### src/rtl/instr_fetch_unit_pkg.sv
// Shared types and constants for the instruction fetch sequencer and its datapath.
package proc_pkg;

  localparam int DEF_ADDR_W = 5;
  localparam int DEF_DATA_W = 9;

  // Opcodes live in the top three bits of an IIIXXXYYY word.
  localparam logic [2:0] OP_MV  = 3'b000;
  localparam logic [2:0] MVI_OP = 3'b001;
  localparam logic [2:0] OP_ADD = 3'b010;
  localparam logic [2:0] OP_SUB = 3'b011;

  localparam logic [DEF_DATA_W-1:0] HALT_WORD = 9'h1FF;

  typedef enum logic [3:0] {
    IDLE,
    F_ADDR,
    F_CAPT,
    I_ADDR,
    I_CAPT,
    ISSUE,
    IMM,
    WAIT,
    HALT
  } fetch_state_t;

  function automatic logic opcode_is_mvi(input logic [DEF_DATA_W-1:0] word);
    return word[DEF_DATA_W-1 -: 3] == MVI_OP;
  endfunction

endpackage

### src/rtl/instr_fetch_unit_if.sv
// Handshake and ROM bus between the fetch sequencer (master) and the control FSM / program ROM (slave).
interface instr_fetch_unit_if #(
  parameter int ADDR_W = proc_pkg::DEF_ADDR_W,
  parameter int DATA_W = proc_pkg::DEF_DATA_W
);
  logic              start;
  logic              done;
  logic [DATA_W-1:0] rom_data;
  logic [ADDR_W-1:0] rom_addr;
  logic [DATA_W-1:0] din;
  logic              run;
  logic [ADDR_W-1:0] pc;
  logic              busy;
  logic              halted;

  modport master (
    input  start, done, rom_data,
    output rom_addr, din, run, pc, busy, halted
  );

  modport slave (
    output start, done, rom_data,
    input  rom_addr, din, run, pc, busy, halted
  );
endinterface

### src/rtl/instr_fetch_unit_pc_counter.sv
// Program counter: wrapping ADDR_W-bit register with increment enable, cleared by reset.
module fetch_pc_counter #(
  parameter int ADDR_W = proc_pkg::DEF_ADDR_W
) (
  input  logic              clk,
  input  logic              resetn,
  input  logic              inc,
  output logic [ADDR_W-1:0] count
);

  always_ff @(posedge clk or negedge resetn) begin
    if (!resetn) begin
      count <= '0;
    end else if (inc) begin
      count <= count + 1'b1;
    end
  end

endmodule

### src/rtl/instr_fetch_unit.sv
// Fetches instruction (and mvi immediate) words from a 1-cycle-latency ROM, issues them with a
// one-cycle run pulse, then holds din until the control FSM returns done.
module instr_fetch_unit
  import proc_pkg::*;
#(
  parameter int ADDR_W = DEF_ADDR_W,
  parameter int DATA_W = DEF_DATA_W
) (
  input logic                clk,
  input logic                resetn,
  instr_fetch_unit_if.master bus
);

  fetch_state_t      state;
  logic [DATA_W-1:0] ir_buf;
  logic [DATA_W-1:0] imm_buf;
  logic              is_mvi;
  logic [DATA_W-1:0] din_q;
  logic              run_q;
  logic              busy_q;
  logic              halted_q;
  logic [ADDR_W-1:0] pc_q;
  logic              pc_inc;
  logic              hit_halt;
  logic              rom_is_mvi;

  assign hit_halt   = (bus.rom_data == HALT_WORD);
  assign rom_is_mvi = (bus.rom_data[DATA_W-1 -: 3] == MVI_OP);

  // The immediate slot is never halt-checked, so I_CAPT always advances.
  assign pc_inc = ((state == F_CAPT) && !hit_halt) || (state == I_CAPT);

  fetch_pc_counter #(.ADDR_W(ADDR_W)) u_pc (
    .clk    (clk),
    .resetn (resetn),
    .inc    (pc_inc),
    .count  (pc_q)
  );

  assign bus.pc       = pc_q;
  assign bus.rom_addr = pc_q;
  assign bus.din      = din_q;
  assign bus.run      = run_q;
  assign bus.busy     = busy_q;
  assign bus.halted   = halted_q;

  always_ff @(posedge clk or negedge resetn) begin
    if (!resetn) begin
      state    <= IDLE;
      ir_buf   <= '0;
      imm_buf  <= '0;
      is_mvi   <= 1'b0;
      din_q    <= '0;
      run_q    <= 1'b0;
      busy_q   <= 1'b0;
      halted_q <= 1'b0;
    end else begin
      run_q <= 1'b0;
      case (state)
        IDLE: begin
          if (bus.start) begin
            state  <= F_ADDR;
            busy_q <= 1'b1;
          end
        end
        F_ADDR: state <= F_CAPT;
        F_CAPT: begin
          if (hit_halt) begin
            state    <= HALT;
            busy_q   <= 1'b0;
            halted_q <= 1'b1;
            din_q    <= '0;
          end else begin
            ir_buf <= bus.rom_data;
            is_mvi <= rom_is_mvi;
            if (rom_is_mvi) begin
              state <= I_ADDR;
            end else begin
              // Issue straight from the ROM word; ir_buf is only written this edge.
              state <= ISSUE;
              run_q <= 1'b1;
              din_q <= bus.rom_data;
            end
          end
        end
        I_ADDR: state <= I_CAPT;
        I_CAPT: begin
          imm_buf <= bus.rom_data;
          state   <= ISSUE;
          run_q   <= 1'b1;
          din_q   <= ir_buf;
        end
        ISSUE: begin
          if (is_mvi) begin
            state <= IMM;
            din_q <= imm_buf;
          end else begin
            state <= WAIT;
          end
        end
        IMM:     state <= bus.done ? F_ADDR : WAIT;
        WAIT:    if (bus.done) state <= F_ADDR;
        HALT:    state <= HALT;
        default: state <= IDLE;
      endcase
    end
  end

endmodule

### src/flat_wrapper.sv
// flat-port wrapper written by rule: the top's interface ports become plain ports
module instr_fetch_unit_flat import proc_pkg::*;
#(
  parameter int ADDR_W = DEF_ADDR_W,
  parameter int DATA_W = DEF_DATA_W
)
  (clk, resetn, bus_start, bus_done, bus_rom_data, bus_rom_addr, bus_din, bus_run, bus_pc, bus_busy, bus_halted);
  instr_fetch_unit_if #(.ADDR_W(ADDR_W), .DATA_W(DATA_W)) bus_i ();
  input logic clk;
  input logic resetn;
  input wire logic [$bits(bus_i.start)-1:0] bus_start;
  input wire logic [$bits(bus_i.done)-1:0] bus_done;
  input wire logic [$bits(bus_i.rom_data)-1:0] bus_rom_data;
  output wire logic [$bits(bus_i.rom_addr)-1:0] bus_rom_addr;
  output wire logic [$bits(bus_i.din)-1:0] bus_din;
  output wire logic [$bits(bus_i.run)-1:0] bus_run;
  output wire logic [$bits(bus_i.pc)-1:0] bus_pc;
  output wire logic [$bits(bus_i.busy)-1:0] bus_busy;
  output wire logic [$bits(bus_i.halted)-1:0] bus_halted;
  assign bus_i.start = bus_start;
  assign bus_i.done = bus_done;
  assign bus_i.rom_data = bus_rom_data;
  assign bus_rom_addr = bus_i.rom_addr;
  assign bus_din = bus_i.din;
  assign bus_run = bus_i.run;
  assign bus_pc = bus_i.pc;
  assign bus_busy = bus_i.busy;
  assign bus_halted = bus_i.halted;
  instr_fetch_unit #(.ADDR_W(ADDR_W), .DATA_W(DATA_W)) u_core (.clk(clk), .resetn(resetn), .bus(bus_i));
endmodule
### config.mk
export PLATFORM = sky130hd
export DESIGN_NAME = instr_fetch_unit_flat
export DESIGN_NICKNAME = d
export VERILOG_FILES = /design/src/rtl/instr_fetch_unit_pkg.sv /design/src/rtl/instr_fetch_unit_if.sv /design/src/rtl/instr_fetch_unit_pc_counter.sv /design/src/rtl/instr_fetch_unit.sv /design/src/flat_wrapper.sv
export SDC_FILE = /design/constraint.sdc
export NUM_CORES = 1
export LEC_CHECK = 0
export CORE_MARGIN = 2
export CORE_UTILIZATION = 57
export DETAILED_ROUTE_END_ITERATION = 10
export PLACE_DENSITY_LB_ADDON = 0.3
export SYNTH_ARGS = -nofsm -noshare
export SYNTH_HDL_FRONTEND = slang
export SYNTH_HIERARCHICAL = 1
export SYNTH_SLANG_ARGS = --single-unit
### constraint.sdc
create_clock -name clk -period 5.8 [get_ports clk]
set_clock_uncertainty 0.2 [all_clocks]
set_input_delay 0.58 -clock clk [delete_from_list [all_inputs] [get_ports clk]]
set_output_delay 0.58 -clock clk [all_outputs]
set_load 0.005 [all_outputs]
* After elaboration in Yosys (flattened, before gate mapping)
Cells that the tools add are included.
** Storage, ports and cells
- Output and inout port bits :: 22
- Logic and storage cells :: 54
- Input port bits :: 13
- Bits in registers :: 40
** Cells by class
- Eq/ne operators :: 15
- Bitwise logic cells :: 1
- Mux-type cells :: 17
- $add $sub $neg :: 1
- Reductions and logical operators :: 11
** Operator list (number)
- 4-bit one-hot mux with 9 select lines :: 1
- 9-bit 2-to-1 mux :: 3
- 9-bit one-hot mux with 3 select lines :: 1
- 4-bit by 3-bit equality test with 1-bit output (second input constant) :: 4
- 4-bit 2-to-1 mux :: 3
- 9-bit equality test (second input constant) :: 1
- 4-bit by 2-bit equality test with 1-bit output (second input constant) :: 2
- 3-bit 2-to-1 mux :: 2
- 2-bit AND reduction :: 3
- 3-bit AND reduction :: 2
- 5-bit by 1-bit adder with 5-bit output (second input constant) :: 1
- 1-bit 2-to-1 mux :: 5
- 4-bit by 1-bit equality test with 1-bit output (second input constant) :: 1
- 4-bit equality test (second input constant) :: 1
- 4-bit zero test :: 1
- 2-bit by 1-bit != test with 1-bit output (second input constant) :: 2
- 2-bit != test (second input constant) :: 2
- 1-bit one-hot mux with 2 select lines :: 2
- 3-bit by 1-bit equality test with 1-bit output (second input constant) :: 1
- 3-bit by 2-bit != test with 1-bit output (second input constant) :: 1
- 3-bit nonzero test :: 1
- 2-bit nonzero test :: 1
- 1-bit logical AND :: 1
- 1-bit zero test :: 1
- other kinds (2) :: 2

* Depth between registers and ports, before layout
- Depth in word-level cells :: 4
- Depth in mapped cells :: 7
- Depth with buffers taken out :: 5

* Cells and area by module
Netlist, hierarchy kept.
** By module, submodules not included
- instr_fetch_unit :: sequential area each 875.8 µm², instances 1, area each 1890.6 µm², cells an instance 163
- fetch_pc_counter :: sequential area each 125.1 µm², instances 1, area each 200.2 µm², cells an instance 14

* Worst setup path after synthesis
No wires, ideal clock.
- Kind :: input port to flip-flop
- From :: input bus_rom_data[3]
- To :: register u_core.u_pc.count[1]
- Data required time :: 5475 ps
- Library setup time :: 125 ps
- Cell stages on the path :: 5
- Arrival time :: 1753 ps
- Buffers on the path :: 1
- Slack :: 3722 ps
- Path through :: nand4_2 > o31ai_4 > buf_6 > nand2_1 > mux2_2
** On the way
- Longest elaborated chain between the ends :: 4
** RTL lines
- from (decl) :: RTL line flat_wrapper.sv:13 : input wire logic [$bits(bus_i.rom_data)-1:0] bus_rom_data;
- 9-bit equality test :: RTL line instr_fetch_unit.sv:27 : assign hit_halt = (bus.rom_data == HALT_WORD);
- 1-bit zero test :: RTL line instr_fetch_unit.sv:31 : assign pc_inc = ((state == F_CAPT) && !hit_halt) || (state == I_CAPT);
- 1-bit logical AND :: RTL line instr_fetch_unit.sv:31
- 1-bit logical OR :: RTL line instr_fetch_unit.sv:31
- named net u_core.pc_inc :: RTL line instr_fetch_unit.sv:23 : logic pc_inc;
- to (signal assigned) :: RTL line instr_fetch_unit_pc_counter.sv:15 : count <= count + 1'b1;
- to (decl) :: RTL line instr_fetch_unit_pc_counter.sv:8 : output logic [ADDR_W-1:0] count
The timed path passes the listed nets, and every way through them passes these cells.
A chain may end at the register's enable or synchronous reset.

* Final worst setup path
- From :: register u_core.state[2]
- To :: register u_core.u_pc.count[3]
** On the way
- Longest elaborated chain between the ends :: 3
- Elaborated cells between the ends (all ways) :: 4
- Classes of those cells :: eq/ne: 2; reduce/logical: 2
** RTL lines
- from (decl) :: RTL line instr_fetch_unit.sv:14 : fetch_state_t state;
- from (signal assigned) :: RTL line instr_fetch_unit.sv:101 : IMM: state <= bus.done ? F_ADDR : WAIT;
- 4-bit by 2-bit equality test with 1-bit output :: RTL line instr_fetch_unit.sv:31
- 1-bit logical AND :: RTL line instr_fetch_unit.sv:31
- 1-bit logical OR * :: RTL line instr_fetch_unit.sv:31
- named net u_core.pc_inc :: RTL line instr_fetch_unit.sv:23
The timed path passes the listed nets; every way through them passes the cells marked *.

==> flow_summary.ini <==
[sta]
worst_pin_slew_ps = 952.7
rsz0062_at_grt = false
tns_ps = 0
drv_slew = 0
relSlewSlack_pct = 36.21
layout_min_cycle_time_ps = 3039
max_freq_ghz = 0.3290
hold_viol = 0
whs_ps = 198.9
timing.final.crit_share_pct = 52.40
setup_viol_count_final = 0

[die]
initial_core_util_pct = 57.98
core-area_um2 = 3606
fp.dieW_um = 64.57
row_count = 22
die_area_um2 = 4169
ios = 35
die_h_um = 64.57

[critical_path]
crit_fanout = 14
crit_type = flip-flop to flip-flop
endpoint_kind = flip-flop
start_kind = flip-flop
crit_required_ps = 5800
reg2reg_depth = 5
critPathArrivalTime_ps = 3040

[synth]
yosys_warnings = 6
ys_ff_latch = 40
avgSynthCellArea_um2 = 11.81
ys_types = 47
synthFlopType = dfrtp_1
netlist_area_um2 = 2091
synth_edf_count = 0
synth_xor_area_share_pct = 2.095
syn_inst = 177
synth_top_family_by_area = compound AO/OA/AOI/OAI gates
ys_seq_area_share_pct = 47.88
syn_nets = 191
ys_async_sr_fraction_pct = 100.0
yosysTopAreaCellShare_pct = 47.88
synth-compound-area-share_pct = 17.95
synth-simple-area-share_pct = 13.94
yosysTopAreaCell = dfrtp_1
synthMuxAreaShare_pct = 11.67
synth_fa_ha_area_share_pct = 0.5984
netlist_top_cells_area = dfrtp_1, mux2_1, mux2_4, o221ai_1, o41ai_1

[job]
cap_viol_max_count = 0

[clock_network]
clkLatencyLatePin_ps = 290
cts_setup_buffers = 0
path_clk_slew_ps = 70
cts_tree = built
cts_sinks = 40
cts_hold_buffers = 0
cts_resized = 0
cts-buffers-inserted = 5
cts.htree.levels = 2
cts_buffer_depth = 2
cts-root-buf = clkbuf_8

[global_routing]
grt.overflow.total = 0
grt_pass1_vias = 1527
grt_pass1_wl_mm = 7.500
antenna_found_initial = 0
grt_usage_pct = 23.63
grt_max_degree = 41

[layout]
layout.nets = 215
diodes = 0
area_growth_pct = 17.47
n_fill_cell = 277
layout-drive-gt1-share_pct = 13.43

[route]
final_antenna_net_count = 0
postRouteWirelength_mm = 4.487
vias = 1552
viasPerCell = 6.233
drc = 0
wl_per_cell_um = 18.02
first_iter_violations = 161
first_pass_iters = 4

[outcome]
status = complete, no violations

[power]
p_total_uw = 1337
leakagePower_uw = 0.0009676
p_per_area_nw_per_um2 = 544.5
ir_drop_mv = 0.2486

[placed_design]
dp_hpwl_mm = 3.139
gp_congestion = 0.8185
io_buffers = 34

[worst_hold_path]
hold_path.class = primary input to async pin
[power by group]
group          internal, uW  total, uW  switching, uW
logic                   353        621            268
clock network          81.7        170           88.2
registers               414        547            133
total                   849       1340            489
[final cells by class]
class                   instances  area, um^2  area share [%]
clock buffers                   6       72.57           2.955
clock inverters                 1       5.005          0.2038
flip-flops and latches         40        1001           40.75
well taps                      48       60.06           2.445
repair buffers                 35       342.8           13.96
multi-input cells             117       967.2           39.38
inverters                       2       7.507          0.3057
[worst paths after layout]
| path | slack [ps] | start | endpoint |
|---|---|---|---|
| max | 2760 | u_core/state[2]$_DFFE_PN0P_ | u_core/u_pc/count[3]$_DFFE_PN0P_ |
| min | 200 | resetn | u_core/is_mvi$_DFFE_PN0P_ |
| max reg2reg | 2760 | u_core/state[2]$_DFFE_PN0P_ | u_core/u_pc/count[3]$_DFFE_PN0P_ |
| min reg2reg | 300 | u_core/u_pc/count[4]$_DFFE_PN0P_ | u_core/u_pc/count[4]$_DFFE_PN0P_ |
| max in group asynchronous | 4660 | resetn | u_core/u_pc/count[2]$_DFFE_PN0P_ |
| min in group clk | 300 | u_core/u_pc/count[4]$_DFFE_PN0P_ | u_core/u_pc/count[4]$_DFFE_PN0P_ |
[routing by layer]
metal | GRT usage [%] | share of wire, %
met5 | 0 | 0
met2 | 37.89 | 50
met1 | 31.64 | 42
met3 | 5.035 | 5.5
met4 | 9.043 | 1.6
[metrics by stage]
stage	cells	setup WS, ps	util (%)	area (um^2)
finish	249	2761	68.11	2456
global route	249	2535	68.11	2456
CTS	249	2793	68.11	2456
detailed placement	242	2562	65.96	2379
global placement	242	2667	65.96	2379
floorplan	177	3722	-	2091
[state kept, by name, summed over array words and instances (netlist names)]
name / flops
u_core/bus.busy: 1
u_core/bus.din: 9
u_core/bus.halted: 1
u_core/bus.run: 1
u_core/imm_buf: 9
u_core/ir_buf: 9
u_core/is_mvi: 1
u_core/state: 4
u_core/u_pc/count: 5
[cell usage after synthesis, types with 2 or more instances]
| cell | instances |
|---|---|
| a211oi_1 | 8 |
| a21oi_1 | 5 |
| a221oi_1 | 2 |
| a31oi_1 | 2 |
| buf_1 | 2 |
| buf_2 | 5 |
| buf_4 | 7 |
| buf_6 | 2 |
| clkbuf_1 | 2 |
| dfrtp_1 | 40 |
| inv_1 | 2 |
| mux2_1 | 10 |
| mux2_2 | 5 |
| mux2_4 | 5 |
| nand2_1 | 5 |
| nand2b_1 | 4 |
| nand4_1 | 4 |
| nor2_1 | 11 |
| nor2b_1 | 10 |
| o211ai_1 | 2 |
| o221ai_1 | 8 |
| o41ai_1 | 8 |
| xnor2_1 | 3 |
| xor2_1 | 2 |
[cell families (layout without fill, tap and decap cells)]
kind of cell | Yosys count | after routing
AND/OR/NAND/NOR | 46 | 46
AO/OA/AOI/OAI | 45 | 45
flip-flops | 40 | 40
multiplexers | 20 | 20
buffers and inverters | 20 | 44
XOR/XNOR | 5 | 5
adder cells (fa/ha/maj) | 1 | 1
[critical path: stages, from the launching register on]
cell and delay (ps):
dfrtp_1 540, nor3b_2 840, nand2b_1 610, nand2_1 350
nand4_1 170, xnor2_1 220
[placed cells by master (no fill, tap or decap), types with 8 or more instances in the layout]
cell / n
dfrtp_1: 40
nor2_1: 11
a211oi_1: 8
nor2b_1: 10
clkdlybuf4s50_1: 33
o41ai_1: 8
o221ai_1: 8
mux2_1: 10
Power figures use the tool's default switching activity.
